==> src/rtl/msdap_output_serializer.sv <==
// msdap_output_serializer
// Output stage of the MSDAP datapath. Buffers 40-bit left/right filter results
// in a small FIFO and shifts one word pair out per frame, MSB first, on
// outputL/outputR. outReady marks each WORD_W-cycle transmission window.
// Everything runs on sclk. The frame marker comes from the dclk domain and is
// synchronized here.
//
// Build option: define MSDAP_OSER_ZERO_FILL_EN to transmit an all-zero word
// pair when a frame arrives with the FIFO empty. Without it, an underflowing
// frame only raises the sticky underflow flag.

module msdap_output_serializer #(
  parameter int WORD_W      = 40,
  parameter int DEPTH       = 2,
  parameter int SYNC_STAGES = 2
) (
  input  logic                     sclk,
  input  logic                     reset,
  input  logic                     frame,
  input  logic                     flush,
  input  logic                     in_valid,
  output logic                     in_ready,
  input  logic [WORD_W-1:0]        in_left,
  input  logic [WORD_W-1:0]        in_right,
  output logic                     outReady,
  output logic                     outputL,
  output logic                     outputR,
  output logic [$clog2(DEPTH):0]   fifo_level,
  output logic                     underflow,
  output logic                     frame_miss
);

  localparam int PTR_W = $clog2(DEPTH);
  localparam int LVL_W = $clog2(DEPTH) + 1;
  localparam int CNT_W = $clog2(WORD_W);

  localparam logic [LVL_W-1:0] LVL_FULL = LVL_W'(DEPTH);
  localparam logic [LVL_W-1:0] LVL_ONE  = LVL_W'(1);
  localparam logic [LVL_W-1:0] LVL_ZERO = LVL_W'(0);
  localparam logic [PTR_W-1:0] PTR_ONE  = PTR_W'(1);
  localparam logic [CNT_W-1:0] CNT_LAST = CNT_W'(WORD_W - 1);
  localparam logic [CNT_W-1:0] CNT_ONE  = CNT_W'(1);
  localparam logic [CNT_W-1:0] CNT_ZERO = CNT_W'(0);

  typedef enum logic [0:0] {
    IDLE  = 1'b0,
    SHIFT = 1'b1
  } state_t;

  // Frame synchronizer and edge detect
  logic [SYNC_STAGES-1:0] sync_chain;
  logic                   sync_prev;
  logic                   frame_rise;

  // FIFO storage and bookkeeping
  logic [WORD_W-1:0] mem_l [DEPTH];
  logic [WORD_W-1:0] mem_r [DEPTH];
  logic [PTR_W-1:0]  wr_ptr;
  logic [PTR_W-1:0]  rd_ptr;
  logic [LVL_W-1:0]  level_next;

  // Serializer state
  state_t            state;
  logic [CNT_W-1:0]  bit_cnt;
  logic [WORD_W-1:0] sh_l;
  logic [WORD_W-1:0] sh_r;

  // Per-cycle control decisions
  logic              push;
  logic              pop;
  logic              start;
  logic              underflow_set;
  logic              miss_set;
  logic [WORD_W-1:0] load_l;
  logic [WORD_W-1:0] load_r;

  // Shift the asynchronous frame marker through the synchronizer and register its rising edge
  always_ff @(posedge sclk or posedge reset) begin
    if (reset) begin
      sync_chain <= '0;
      sync_prev  <= 1'b0;
      frame_rise <= 1'b0;
    end else begin
      sync_chain[0] <= frame;
      for (int i = 1; i < SYNC_STAGES; i++) begin
        sync_chain[i] <= sync_chain[i-1];
      end
      sync_prev  <= sync_chain[SYNC_STAGES-1];
      frame_rise <= sync_chain[SYNC_STAGES-1] & ~sync_prev;
    end
  end

  // Decide push, pop, window start and flag events for this cycle
  always_comb begin
    push          = 1'b0;
    pop           = 1'b0;
    start         = 1'b0;
    underflow_set = 1'b0;
    miss_set      = 1'b0;
    if (frame_rise && (state == IDLE) && (fifo_level == LVL_ZERO)) begin
      underflow_set = 1'b1;
    end else begin
      underflow_set = 1'b0;
    end
    if (frame_rise && (state == SHIFT)) begin
      miss_set = 1'b1;
    end else begin
      miss_set = 1'b0;
    end
    if (flush) begin
      // Flush wins over both pop and push; nothing moves this cycle.
      push  = 1'b0;
      pop   = 1'b0;
      start = 1'b0;
    end else begin
      push = in_valid & in_ready;
      if (frame_rise && (state == IDLE)) begin
        if (fifo_level != LVL_ZERO) begin
          pop   = 1'b1;
          start = 1'b1;
        end else begin
          pop = 1'b0;
`ifdef MSDAP_OSER_ZERO_FILL_EN
          start = 1'b1;
`else
          start = 1'b0;
`endif
        end
      end else begin
        pop   = 1'b0;
        start = 1'b0;
      end
    end
  end

  // Select the word pair loaded into the shifters: FIFO head, or zeros on an underflow fill
  always_comb begin
    load_l = '0;
    load_r = '0;
    if (pop) begin
      load_l = mem_l[rd_ptr];
      load_r = mem_r[rd_ptr];
    end else begin
      load_l = '0;
      load_r = '0;
    end
  end

  // Next FIFO occupancy; a simultaneous push and pop leaves it unchanged
  always_comb begin
    level_next = fifo_level;
    case ({push, pop})
      2'b10:   level_next = fifo_level + LVL_ONE;
      2'b01:   level_next = fifo_level - LVL_ONE;
      default: level_next = fifo_level;
    endcase
  end

  // FIFO word storage, written at the write pointer on every accepted push
  always_ff @(posedge sclk or posedge reset) begin
    if (reset) begin
      for (int i = 0; i < DEPTH; i++) begin
        mem_l[i] <= '0;
        mem_r[i] <= '0;
      end
    end else if (push) begin
      mem_l[wr_ptr] <= in_left;
      mem_r[wr_ptr] <= in_right;
    end else begin
      for (int i = 0; i < DEPTH; i++) begin
        mem_l[i] <= mem_l[i];
        mem_r[i] <= mem_r[i];
      end
    end
  end

  // FIFO pointers, level and the registered ready flag
  always_ff @(posedge sclk or posedge reset) begin
    if (reset) begin
      wr_ptr     <= '0;
      rd_ptr     <= '0;
      fifo_level <= LVL_ZERO;
      in_ready   <= 1'b1;
    end else if (flush) begin
      wr_ptr     <= '0;
      rd_ptr     <= '0;
      fifo_level <= LVL_ZERO;
      in_ready   <= 1'b1;
    end else begin
      // Pointers are PTR_W wide with DEPTH a power of two, so they wrap naturally.
      if (push) begin
        wr_ptr <= wr_ptr + PTR_ONE;
      end else begin
        wr_ptr <= wr_ptr;
      end
      if (pop) begin
        rd_ptr <= rd_ptr + PTR_ONE;
      end else begin
        rd_ptr <= rd_ptr;
      end
      fifo_level <= level_next;
      in_ready   <= (level_next < LVL_FULL);
    end
  end

  // Serializer FSM: load a word pair on a frame, shift it out MSB first, then return to IDLE
  always_ff @(posedge sclk or posedge reset) begin
    if (reset) begin
      state    <= IDLE;
      bit_cnt  <= CNT_ZERO;
      sh_l     <= '0;
      sh_r     <= '0;
      outReady <= 1'b0;
    end else if (flush) begin
      state    <= IDLE;
      bit_cnt  <= CNT_ZERO;
      sh_l     <= '0;
      sh_r     <= '0;
      outReady <= 1'b0;
    end else begin
      case (state)
        IDLE: begin
          if (start) begin
            state    <= SHIFT;
            bit_cnt  <= CNT_LAST;
            sh_l     <= load_l;
            sh_r     <= load_r;
            outReady <= 1'b1;
          end else begin
            state    <= IDLE;
            bit_cnt  <= CNT_ZERO;
            sh_l     <= '0;
            sh_r     <= '0;
            outReady <= 1'b0;
          end
        end
        SHIFT: begin
          if (bit_cnt == CNT_ZERO) begin
            // Clearing the shifters keeps the serial pins low outside the window.
            state    <= IDLE;
            bit_cnt  <= CNT_ZERO;
            sh_l     <= '0;
            sh_r     <= '0;
            outReady <= 1'b0;
          end else begin
            state    <= SHIFT;
            bit_cnt  <= bit_cnt - CNT_ONE;
            sh_l     <= {sh_l[WORD_W-2:0], 1'b0};
            sh_r     <= {sh_r[WORD_W-2:0], 1'b0};
            outReady <= 1'b1;
          end
        end
        default: begin
          state    <= IDLE;
          bit_cnt  <= CNT_ZERO;
          sh_l     <= '0;
          sh_r     <= '0;
          outReady <= 1'b0;
        end
      endcase
    end
  end

  // Sticky error flags; only reset clears them, flush leaves them alone
  always_ff @(posedge sclk or posedge reset) begin
    if (reset) begin
      underflow  <= 1'b0;
      frame_miss <= 1'b0;
    end else begin
      if (underflow_set) begin
        underflow <= 1'b1;
      end else begin
        underflow <= underflow;
      end
      if (miss_set) begin
        frame_miss <= 1'b1;
      end else begin
        frame_miss <= frame_miss;
      end
    end
  end

  // Serial pins are the shifter MSBs; the shifters hold zero whenever outReady is low
  assign outputL = sh_l[WORD_W-1];
  assign outputR = sh_r[WORD_W-1];

endmodule

==> config.mk <==
export PLATFORM = sky130hd
export DESIGN_NAME = msdap_output_serializer
export DESIGN_NICKNAME = d
export VERILOG_FILES = /design/src/rtl/msdap_output_serializer.sv
export SDC_FILE = /design/constraint.sdc
export NUM_CORES = 1
export LEC_CHECK = 0
export ABC_AREA = 1
export CORE_MARGIN = 4
export CORE_UTILIZATION = 55
export DETAILED_ROUTE_END_ITERATION = 16
export GPL_ROUTABILITY_DRIVEN = 1
export GPL_TIMING_DRIVEN = 0
export PLACE_DENSITY = 0.76
export RECOVER_POWER = 100
export REMOVE_ABC_BUFFERS = 1
export SKIP_LAST_GASP = 1
export SLEW_MARGIN = 10
export SYNTH_ARGS = -nofsm -noshare
export SYNTH_HDL_FRONTEND = slang
export SYNTH_SLANG_ARGS = --single-unit
export TNS_END_PERCENT = 100
==> constraint.sdc <==
create_clock -name sclk -period 12.4 [get_ports sclk]
set_input_delay 2.48 -clock sclk [delete_from_list [all_inputs] [get_ports sclk]]
set_output_delay 2.48 -clock sclk [all_outputs]
set_load 0.05 [all_outputs]
# After elaboration in Yosys (flattened, before gate mapping)
# Cells that the tools add are included.
# classes
addsub,5
magnitude_cmp,4
eq_ne,2
n_mux,39
bitwise,6
n_reduce_logical,9
# op_table
op,n
$mux 40,13
$bwmux 80,2
$pmux 40 s2,2
$demux 40 s1,1
$mux 6,3
$mux 1,14
$pmux 6 s2,1
$logic_not 6->1,1
$reduce_bool 2->1,3
$sub 6x1->6 const B,1
$ge 2x2->1 const B,2
$logic_and 1x1->1,4
$not 1->2,2
$pmux 2 s2,1
$add 1x1->1 const B,2
$add 2x1->2 const B,1
$and 1x1->1,2
$eq 2x1->1 const B,1
$eq 2x2->1 const B,1
$logic_not 2->1,1
$lt 2x1->1 const B,1
$lt 2x2->1 const B,1
$mux 2,1
$not 1->1,2
2 further kinds,2
# word_totals
regBits,258
inputBits,85
output_inout_bits,8
wordCells,82

# Depth between registers and ports, before layout
# logic_depth
ltp_word,8
depth_mapped,12
ltp_nobuf,11

# Worst setup path before layout
# OpenSTA, ideal clock, no wires.
# synth_timing
path_kind,input port to flip-flop
start,input port flush
end,register fifo_level[1]
setup_time_ns,0.124
t_arrival_ns,3.704
setup_slack_ns,8.572
path_stages,9
cell_sequence,nor3b_2 -> buf_2 -> ha_1 -> inv_1 -> nand2_1 -> nor2_1 -> inv_1 -> o21ai_0 -> inv_1
# synth_via
elab_chain_len,4
# synth_lines
item,line_no,rtl
from (decl),20,"input logic flush,"
$mux 1,110,if (flush) begin
$eq 2x1->1 / $eq 2x2->1 (equally long branches),152,"case ({push, pop})"
$pmux 2 s2,152,
$mux 2 (*),184,end else if (flush) begin
to (signal assigned),201,fifo_level <= level_next;
to (decl),28,"output logic [$clog2(DEPTH):0] fifo_level,"
# Mark *: on every way between the ends. The rest lies on a longest branch, timed or not.
# A chain may end at the register's enable or synchronous reset.

# Final worst setup path
# layout_timing
start,input port flush
end,register mem_r[20] in the netlist's numbering
# layout_via
elab_chain_len,1
# layout_lines
item,line_no,rtl
$mux 1,110,
"to (signal, indexed assignment)",168,mem_r[wr_ptr] <= in_right;
"to (signal, indexed assignment)",172,mem_r[i] <= mem_r[i];
to (decl),57,logic [WORD_W-1:0] mem_r [DEPTH];
# Every way passes these cells.

==> impl_metrics.ini <==
[yosys]
synth_area_um2 = 11600
async_flop_share = 1.00
ys_seq_area_frac = 0.556
synthCells = 1521
yosys_register_bits = 258
synth_area_leaders = dfrtp_1, nand2_1, o21ai_0
synthDistinctLibCells = 25
ys.flop_type = dfrtp_1
yosysWarnings = 0
synth_area_leader_cell = dfrtp_1
synth_edf_count = 0
synth.avg_cell_area_um2 = 7.63
yosys.area.top_type_share = 0.554

[grt]
grt_pass1_wl_um = 42200
grt_use_total = 0.209
grt_pass1_vias = 9167
antenna_found_initial = 0
grt-ovfl-total = 0
grt_max_degree = 116

[critical_path]
regToRegSetupSlack_ns = 6.18
r2r_end = bit_cnt[5]
critical_path_class = in -> reg
cp.arrival_ns = 7.57
r2r_start = state
rr_worst_depth = 8
cp.required_ns = 12.68
end_kind = flip-flop
endpoint = mem_r[20]
cp-start-kind = input pin
cp-startpoint = flush
crit_path_max_fanout = 87

[routing]
drc_errors = 0
via_per_inst = 4.89
ant_nets = 0
routed_wl_um = 24000
dr.pass1.iters = 5
drt_first_iter_violations = 634
vias = 9107
routedWlPerCell_um = 12.9

[cells_and_area]
register_area_um2 = 6460
fill_cells = 1754
final_nets = 1660
multiInputGateArea_um2 = 4070
final_cell_mix = nand2_1, dfrtp_1, inv_1
num_antenna_cells = 0
fin_cells = 1862
fin_util = 0.665
drive_gt1_frac = 0.0389
syn_to_final_growth_pct = 17.3
final_common_cell = nand2_1

[die]
rows = 52
ios = 93
die_w_um = 153
initial_core_util = 0.566
die_area_um2 = 23500
core_um2 = 20500
fp.dieH_um = 153

[cts]
cts.sinks = 258
post-cts-setup-buffers = 0
cts_buffers = 27
clkLatencyLatePin_ns = 0.54
clkTransAtPathRegs_ns = 0.06
clk_path_buf_depth = 3
h-tree-depth = 1
cts_hold_buf = 0
root_buffer = clkbuf_16
cts_resized = 0
cts_tree = done

[placed_design]
post-dp-hpwl_um = 13700
dpl.cell_count = 1812
portBuffers = 92
place.gp.congestion = 0.719

[sta]
fin_skew_ns = 0.0188
rsz0062_at_grt = false
maxSlewViolCount = 394
period_share = 0.588
clock.fmax_ghz = 0.137
tns_ns = 0
hold_violations = 0
tightestPinTransition_ns = 2.91
setup_viol = 0
min_period_ns = 7.29
maxSlewHeadroom = -0.943

[power_and_ir_drop]
cellLeakagePower_nw = 7.70
ir_drop_mv = 0.111
power_w = 0.00215
p_per_area_nw_per_um2 = 158

[hold_path]
min_path_type = reg -> reg
min_path_cells = 0

[job]
max_cap_violations = 7

[status]
status = complete, but fails checks
failed_checks = max-capacitance violations, max-slew violations
## registers in the layout (all words and copies together), names as in the netlist, 2 cells and up
name        count
sh_l           40
sh_r           40
sync_chain      2
bit_cnt         6
mem_r          80
mem_l          80
fifo_level      2
## final cells by class
cell class,instances,area share
well taps,270,0.0248
clock buffers,40,0.0598
repair buffers,106,0.0837
clock inverters,10,0.00983
flip-flops and latches,258,0.474
inverters,175,0.0486
multi-input cells,1003,0.299
## how the worst min path moves through the flow
| stage | start | end | slack, ns |
|---|---|---|---|
| detailed placement | sync_chain[0] | sync_chain[1] | 0.34 |
| floorplan | sync_chain[0] | sync_chain[1] | 0.33 |
| finish | sync_chain[0] | sync_chain[1] | 0.35 |
| global route | sync_chain[0] | sync_chain[1] | 0.37 |
| global placement | sync_chain[0] | sync_chain[1] | 0.33 |
| CTS | sync_chain[0] | sync_chain[1] | 0.35 |
## power breakdown
| part | leakage (nW) | switching, W | internal [W] |
|---|---|---|---|
| logic | 3.89 | 0.000154 | 0.000112 |
| clock network | 0.465 | 0.000328 | 0.000516 |
| registers | 3.34 | 0.0000700 | 0.000975 |
## synthesized netlist by cell type (2+ instances only)
master    number
buf_2         18
dfrtp_1      257
xor2_1         2
nand3_1        4
ha_1           4
inv_1        171
a21oi_1        8
clkbuf_1      55
nand2_1      802
o21ai_1       11
inv_2          4
o21ai_0      151
buf_6         11
nor2_1        12
## stage by stage
stage	hold slack [ns]	area [um^2]	setup slack (ns)
2_1_floorplan	0.331	11200	2.82
3_3_place_gp	0.332	12400	-0.282
4_1_cts	0.353	13700	7.72
5_1_grt	0.369	13600	4.59
3_5_place_dp	0.340	12800	7.64
6_report	0.350	13600	5.11
## routing by layer
layer	wire, um	vias to the layer above	GRT usage
met5	0	-	0
met1	10800	4236	0.276
met2	11600	194	0.363
met3	1060	38	0.0294
li1	-	4639	-
met4	502	0	0.0573
## cells by family after synthesis
logic type / after synthesis / synth area share
simple gates: 822 / 0.268
buf+inv: 260 / 0.0935
flops: 258 / 0.556
compound gates: 174 / 0.0760
fa+ha+maj: 4 / 0.00431
xor+xnor: 3 / 0.00226
## critical path: stages
cell and delay [ns]:
dlygate4sd3_1 0.64, nor2_1 0.11, nand2_1 1.82, clkbuf_1 2.17, o21ai_0 0.31
(Power assumes the default switching activity.)
